$ cat src/rtl/cache_tag_ctrl.sv
// cache_tag_ctrl
// Sequencer for the single-port tag RAM of a direct-mapped cache. One RAM
// port is shared by three activities: CPU lookups (read tag, compare),
// miss fills (wait for the line data, then validate the tag) and
// whole-cache invalidation (sweep every entry to zero). The RAM has a
// registered read with 2-edge latency: the address is captured on edge E0
// and the output register loads on E1, so the compare happens on E2.
//
// Ports
//   i_clk               clock, all state on the rising edge
//   i_reset_n           asynchronous active-low reset
//   i_req / i_req_addr  lookup request and its {tag, index}
//   o_ready             request can be accepted this cycle
//   o_hit / o_miss      one-cycle lookup result pulses
//   o_fill_req          level, line fill wanted until i_fill_done
//   i_fill_done         pulse, fill data written, tag may be validated
//   i_flush             pulse, invalidate all lines
//   o_busy              controller is not idle
//   o_tag_*             tag RAM address / write data / write enable
//   i_tag_read_data     tag RAM read data, MSB = valid
module cache_tag_ctrl #(
  parameter int TAG_WIDTH   = 20,
  parameter int INDEX_WIDTH = 7
) (
  input  logic                           i_clk,
  input  logic                           i_reset_n,
  input  logic                           i_req,
  input  logic [TAG_WIDTH+INDEX_WIDTH-1:0] i_req_addr,
  output logic                           o_ready,
  output logic                           o_hit,
  output logic                           o_miss,
  output logic                           o_fill_req,
  input  logic                           i_fill_done,
  input  logic                           i_flush,
  output logic                           o_busy,
  output logic [INDEX_WIDTH-1:0]         o_tag_address,
  output logic [TAG_WIDTH:0]             o_tag_write_data,
  output logic                           o_tag_write_enable,
  input  logic [TAG_WIDTH:0]             i_tag_read_data
);

  localparam int ADDR_WIDTH = TAG_WIDTH + INDEX_WIDTH;
  localparam logic [INDEX_WIDTH-1:0] LAST_INDEX = '1;

  typedef enum logic [2:0] {
    SWEEP,
    IDLE,
    RD1,
    RD2,
    FILL,
    WRITE
  } state_t;

  state_t                  state_reg, state_next;
  logic [INDEX_WIDTH-1:0]  sweep_cnt_reg;
  logic                    flush_pending_reg;
  logic [ADDR_WIDTH-1:0]   addr_reg;
  logic                    hit_reg, miss_reg;
  logic                    write_enable_next;
  logic                    sweep_last;
  logic                    lookup_hit;
  logic                    accept;

  wire [INDEX_WIDTH-1:0] latched_index = addr_reg[INDEX_WIDTH-1:0];
  wire [TAG_WIDTH-1:0]   latched_tag   = addr_reg[ADDR_WIDTH-1:INDEX_WIDTH];

  assign sweep_last = (state_reg == SWEEP) && (sweep_cnt_reg == LAST_INDEX);
  assign lookup_hit = i_tag_read_data[TAG_WIDTH] &&
                      (i_tag_read_data[TAG_WIDTH-1:0] == latched_tag);

  // A flush arriving in IDLE must block the same-cycle request, hence the
  // combinational i_flush term.
  assign o_ready    = (state_reg == IDLE) && !flush_pending_reg && !i_flush;
  assign accept     = i_req && o_ready;
  assign o_busy     = (state_reg != IDLE);
  assign o_fill_req = (state_reg == FILL);
  assign o_hit      = hit_reg;
  assign o_miss     = miss_reg;
  // The reset state is SWEEP; keep the RAM write quiet while reset is held
  // so the first real sweep write happens in the first cycle after release.
  assign o_tag_write_enable = write_enable_next && i_reset_n;

  always_ff @(posedge i_clk or negedge i_reset_n) begin
    if (!i_reset_n) begin
      state_reg <= SWEEP;
    end else begin
      state_reg <= state_next;
    end
  end

  always_comb begin
    state_next        = state_reg;
    o_tag_address     = latched_index;
    o_tag_write_data  = '0;
    write_enable_next = 1'b0;
    case (state_reg)
      SWEEP: begin
        o_tag_address     = sweep_cnt_reg;
        write_enable_next = 1'b1;
        if (sweep_last) begin
          state_next = IDLE;
        end
      end
      IDLE: begin
        // Present the incoming index straight away so the RAM captures it
        // on the accepting edge.
        o_tag_address = i_req_addr[INDEX_WIDTH-1:0];
        if (flush_pending_reg || i_flush) begin
          state_next = SWEEP;
        end else if (i_req) begin
          state_next = RD1;
        end
      end
      RD1: begin
        state_next = RD2;
      end
      RD2: begin
        state_next = lookup_hit ? IDLE : FILL;
      end
      FILL: begin
        if (i_fill_done) begin
          state_next = WRITE;
        end
      end
      WRITE: begin
        o_tag_write_data  = {1'b1, latched_tag};
        write_enable_next = 1'b1;
        state_next        = IDLE;
      end
      default: begin
        state_next = SWEEP;
      end
    endcase
  end

  always_ff @(posedge i_clk or negedge i_reset_n) begin
    if (!i_reset_n) begin
      sweep_cnt_reg     <= '0;
      flush_pending_reg <= 1'b0;
      addr_reg          <= '0;
      hit_reg           <= 1'b0;
      miss_reg          <= 1'b0;
    end else begin
      if (state_reg == SWEEP) begin
        sweep_cnt_reg <= sweep_last ? '0 : sweep_cnt_reg + 1'b1;
      end
      // Flushes seen while busy collapse into one pending sweep; finishing
      // a sweep satisfies every flush requested before it.
      if (sweep_last) begin
        flush_pending_reg <= 1'b0;
      end else if (i_flush && state_reg != IDLE) begin
        flush_pending_reg <= 1'b1;
      end
      if (accept) begin
        addr_reg <= i_req_addr;
      end
      hit_reg  <= (state_reg == RD2) && lookup_hit;
      miss_reg <= (state_reg == RD2) && !lookup_hit;
    end
  end

endmodule

$ cat config.mk
export PLATFORM = sky130hd
export DESIGN_NAME = cache_tag_ctrl
export DESIGN_NICKNAME = d
export VERILOG_FILES = /design/src/rtl/cache_tag_ctrl.sv
export SDC_FILE = /design/constraint.sdc
export NUM_CORES = 1
export LEC_CHECK = 0
export CORE_ASPECT_RATIO = 1.75
export CORE_MARGIN = 3
export CORE_UTILIZATION = 43
export DETAILED_ROUTE_END_ITERATION = 8
export PLACE_DENSITY = 0.9
export SETUP_SLACK_MARGIN = 0.1
export SLEW_MARGIN = 20
export SYNTH_ARGS = -nofsm -noshare
export SYNTH_HDL_FRONTEND = slang
export SYNTH_SLANG_ARGS = --single-unit
$ cat constraint.sdc
create_clock -name i_clk -period 2.45 [get_ports i_clk]
set_input_delay 0.49 -clock i_clk [delete_from_list [all_inputs] [get_ports i_clk]]
set_output_delay 0.49 -clock i_clk [all_outputs]
set_load 0.02 [all_outputs]
==> results of run 1 <==
## power by group
group / total (uW) / internal, uW / switching, uW
Sequential: 848 / 741 / 108
Combinational: 724 / 372 / 352
Clock: 533 / 301 / 231
Total: 2110 / 1410 / 691
## cell type report
class / count / area share
clock buffer: 5 / 0.0213
tap: 52 / 0.0201
clock inverter: 3 / 0.0131
multi-input combinational: 152 / 0.359
timing repair buffer: 94 / 0.276
sequential: 40 / 0.311
## critical path: stages (launching register included)
cell	delay, ps
dfrtp_2	510
and3b_2	350
o21a_1	140
clkdlybuf4s50_1	600
## layout by cell type, fill, tap and decap left out, types with 3 or more instances in the layout
cell / netlist / routed
dlygate4sd2_1: 0 / 28
clkbuf_8: 0 / 5
nor3_1: 5 / 4
a21oi_1: 13 / 13
a21o_1: 4 / 4
nand4_1: 6 / 6
dfrtp_2: 0 / 3
buf_4: 0 / 7
o21ai_0: 4 / 4
mux2_2: 29 / 29
nor2_1: 11 / 11
nand2_1: 9 / 9
xnor2_1: 23 / 23
and2_1: 20 / 20
mux2i_1: 7 / 7
nand3_1: 3 / 3
dfrtp_1: 40 / 37
clkdlybuf4s50_1: 0 / 57
and3b_2: 1 / 3
## cell families after synthesis
| kind of cell | Yosys count | share of synthesized area |
|---|---|---|
| AO/OA/AOI/OAI | 24 | 0.0651 |
| XOR/XNOR | 23 | 0.0928 |
| adder cells (fa/ha/maj) | 1 | 0.00576 |
| buffers and inverters | 10 | 0.0259 |
| flip-flops | 40 | 0.461 |
| multiplexers | 36 | 0.183 |
| AND/OR/NAND/NOR | 65 | 0.167 |
## timing repair
action / CTS / global route
gates resized for setup: 36 / 2
hold endpoints to repair: 0 / 0
endpoints found under the setup margin: 31 / 2
setup buffers: 1 / 0
gates cloned: 3 / 0
## worst min path at each step
stage                       end  slack [ps]
2_1_floorplan       addr_reg[0]         190
3_3_place_gp        addr_reg[5]         490
3_5_place_dp        addr_reg[1]         500
4_1_cts             addr_reg[0]         290
5_1_grt             addr_reg[0]         310
6_report       sweep_cnt_reg[2]         280
## layer usage
layer  track usage  vias up  wire [um]
met5             0        -          0
met4        0.0785        0        162
met3        0.0592       14        302
met2         0.376       63       3300
met1         0.216      883       2000
li1              -      883          -
## stage by stage
| step | util | hold slack, ps |
|---|---|---|
| finish | 0.676 | 279 |
| global route | 0.676 | 307 |
| CTS | 0.673 | 288 |
| detailed placement | 0.647 | 503 |
| global placement | 0.647 | 488 |
| floorplan | - | 194 |
==> flow_summary.ini, run 1 <==
[outcome]
outcome = finished, final reports clean

[global_route]
track_usage = 0.207
grt_pass1_wl_mm = 9.45
grt_pass1_vias = 2050
grt_overflow_total = 0
grt_max_degree = 41
antenna_found_initial = 0

[drt]
via_per_inst = 5.33
dr.pass1.iters = 3
wl_mm = 5.76
antenna_left = 0
drc = 0
drt_iter0_markers = 30
vias = 1843
wl_per_cell_um = 16.7

[synthesis]
ys_seq_area_frac = 0.461
synth_area_leaders = dfrtp_1, mux2_2, xnor2_1
postSynthCellCount = 199
synth_most_common_cell = dfrtp_1
synth_edf_count = 0
ys_warn_count = 0
yosys.area.top_type = dfrtp_1
ys_types = 31
async_flop_share = 1.00
ys_top_cells_by_count = dfrtp_1, mux2_2, xnor2_1, and2_1, a21oi_1
synth-main-ff-cell = dfrtp_1
synth_area_per_cell_um2 = 10.9
synth_top_area_frac = 0.461
netlist_area_um2 = 2170
ys_seq_elements = 40
synth_fp_nets = 253

[worst_setup_path]
critical_path_arrival_ps = 1890
worst_setup_path_start_kind = register
worstReg2RegEnd = sweep_cnt_reg[5]
crit_fanout = 12
endpoint_kind = output port
path_class = register to output port
crit_start = state_reg[1]
r2r_start = state_reg[1]
cp_data_required_time_ps = 1960
endpoint = o_tag_write_enable
r2r_slack_ps = 630
r2r_cells = 4

[power]
vdd_ir_drop_max_uv = 755
fin_total_pwr_uw = 2110
p_per_area_nw_per_um2 = 651
cellLeakagePower_uw = 0.00154

[timing]
slew_violations = 0
hold_viol = 0
setup_viol = 0
post-route-period-util = 0.971
fin_ws_ps = 70.5
fmax_mhz = 420
skew_ps = 8.25
rsz0062_at_grt = yes
worst_pin_slew_ps = 509
period_needed_ps = 2380
setup_tns_ps = 0
maxSlewHeadroom = 0.660

[die]
rows = 33
ios = 87
dieArea_um2 = 5970
start_util = 0.453
die_y_um = 100
die-width_um = 59.7
design.core.area_um2 = 4790

[clock_tree]
h-tree-depth = 2
clock-sinks = 40
cts_tree = yes
clockBufferDepth = 2
clkLatencyLatePin_ps = 290
cts_buffers = 5
cts_root_buffer = clkbuf_8
cts_hold_buf = 0
clk_pin_slew_worst_paths_ps = 80

[placed_design]
dpl_cell_area_um2 = 3100
hpwl_mm = 4.36
dp.cells = 334
preCtsSetupSlack_ps = 107
gp_congestion = 0.744
io_buffer_count = 86

[layout]
multi_input_area_um2 = 1160
drive_gt1_frac = 0.197
regArea_um2 = 1000
areaGrowthSynthToFinish_pct = 49.0
fillers = 388
fin_cells = 346
layout.nets = 347
largest_register_ffs = 27
insertedDiodeCount = 0
design_area_um2 = 3240

[flow_run]
maxCapViolCount = 0

[hold_path]
min_path_type = input pin to async pin
No activity file was read; power rests on OpenSTA's default activity.
==> run 2: changes to the inputs <==
SETUP_SLACK_MARGIN = default   (was 0.1)
==> run 2 against run 1 <==
Clock skew fell by 1.4 ps. Die area did not move. Core utilization rose by 0.97 points. Sequential power fell by 0.7%. Final cell count fell by 0.87%. Combinational power rose by 7.0%. Flip-flop and latch count did not move. Critical path type unchanged. Largest cell class unchanged.
==> flow_summary.ini, run 2 (synthesis results as in run 1) <==
[outcome]
outcome = finished, final reports clean

[global_route]
antenna_found_initial = 0
grt_max_degree = 41
grt_pass1_wl_mm = 9.16
grt_overflow_total = 0
track_usage = 0.201
grt_pass1_vias = 2007

[worst_setup_path]
worst_setup_path_start_kind = register
endpoint_kind = output port
critical_path_arrival_ps = 1870
crit_fanout = 14
path_class = register to output port
cp_data_required_time_ps = 1960

[power]
p_switching_uw = 681
clockPowerShare = 0.246
p_sw_frac = 0.318
combPwrFrac = 0.361
internal-power_uw = 1460
seqPwrFrac = 0.393
p_per_area_nw_per_um2 = 653
vdd_ir_drop_max_uv = 780
cellLeakagePower_uw = 0.00176
fin_total_pwr_uw = 2140

[drt]
vias = 1802
dr.pass1.iters = 4
drt_iter0_markers = 37
antenna_left = 0
wl_per_cell_um = 16.1
wl_mm = 5.53
via_per_inst = 5.25
drc = 0

[timing]
hold_viol = 0
skew_ps = 6.84
maxSlewHeadroom = 0.664
fmax_mhz = 423
period_needed_ps = 2360
slew_violations = 0
holdWs_ps = 280
post-route-period-util = 0.965
worst_pin_slew_ps = 504
setup_viol = 0

[layout]
drive_gt1_frac = 0.182
areaGrowthSynthToFinish_pct = 51.2
insertedDiodeCount = 0
fin_cells = 343
layout_common_cells = clkdlybuf4s50_1, dfrtp_1, mux2_2, xnor2_1
layout.nets = 344
largest_register_ffs = 27
mostFrequentLayoutCell = clkdlybuf4s50_1
fin_util = 0.685

[clock_tree]
h-tree-depth = 2
clockBufferDepth = 2
clkLatencyLatePin_ps = 290
clock-sinks = 40
clk_pin_slew_worst_paths_ps = 80
cts_tree = yes
cts_setup_buffers = 0
cts_root_buffer = clkbuf_8
cts_buffers = 5

[die]
die_y_um = 100
ios = 87
design.core.area_um2 = 4790
dieArea_um2 = 5970
rows = 33
start_util = 0.453
die-width_um = 59.7

[hold_path]
min_path_type = input pin to async pin

[placed_design]
hpwl_mm = 4.36
io_buffer_count = 86
gp_congestion = 0.744
dp.cells = 334

[flow_run]
maxCapViolCount = 0
[run 2: critical path, stage by stage, from the launching register on]
cell	delay [ps]
dfrtp_2	490
nor2_4	190
buf_12	150
nor2_1	40
a21oi_1	100
clkdlybuf4s50_1	610
[run 2: layout make-up]
class	count	area [um2]
Clock inverter	3	42.5
Sequential cell	40	1000
Multi-Input combinational cell	150	1130
Tap cell	52	65.1
Timing Repair Buffer	93	970
Clock buffer	5	68.8
Fill cell	368	1510
[run 2: final timing paths]
check                                  start                to  slack [ps]  depth (start not counted)
worst max-delay path            state_reg[1]  o_tag_address[1]          90                          5
worst min-delay path               i_reset_n       addr_reg[5]         280                          2
worst max register to register  state_reg[1]  sweep_cnt_reg[5]         660                          4
worst min register to register   addr_reg[1]       addr_reg[1]         520                          1
max in group asynchronous          i_reset_n      state_reg[0]        1790                          2
min in group i_clk               addr_reg[1]       addr_reg[1]         520                          1
[run 2: timing repair]
item,in CTS,in global routing
hold buffers,0,0
cloned,1,0
resized for setup,8,23
endpoints found under the setup margin,29,25
[run 2: metal layers]
layer	global-route usage	vias up	wire length, um
met2	0.364	58	3200
met1	0.215	865	1950
li1	-	871	-
met5	0	-	0
met3	0.0566	8	276
met4	0.0631	0	103
[run 2: stage by stage]
| stage | setup TNS, ps | area [um2] | setup WS [ps] |
|---|---|---|---|
| after floorplan | 0 | 2170 | 497 |
| after global placement | 0 | 3100 | 172 |
| after detailed placement | 0 | 3100 | 107 |
| after CTS | -79.0 | 3220 | -25.3 |
| after global routing | -13.5 | 3280 | -13.5 |
| final | 0 | 3280 | 86.9 |
[run 2: power groups by stage]
stage | Combinational [uW] | Sequential (uW) | Clock (uW)
after floorplan | 469 | 816 | 0
after global placement | 763 | 847 | 0
after detailed placement | 783 | 851 | 0
after CTS | 788 | 840 | 548
after global routing | 843 | 858 | 582
final | 775 | 842 | 528
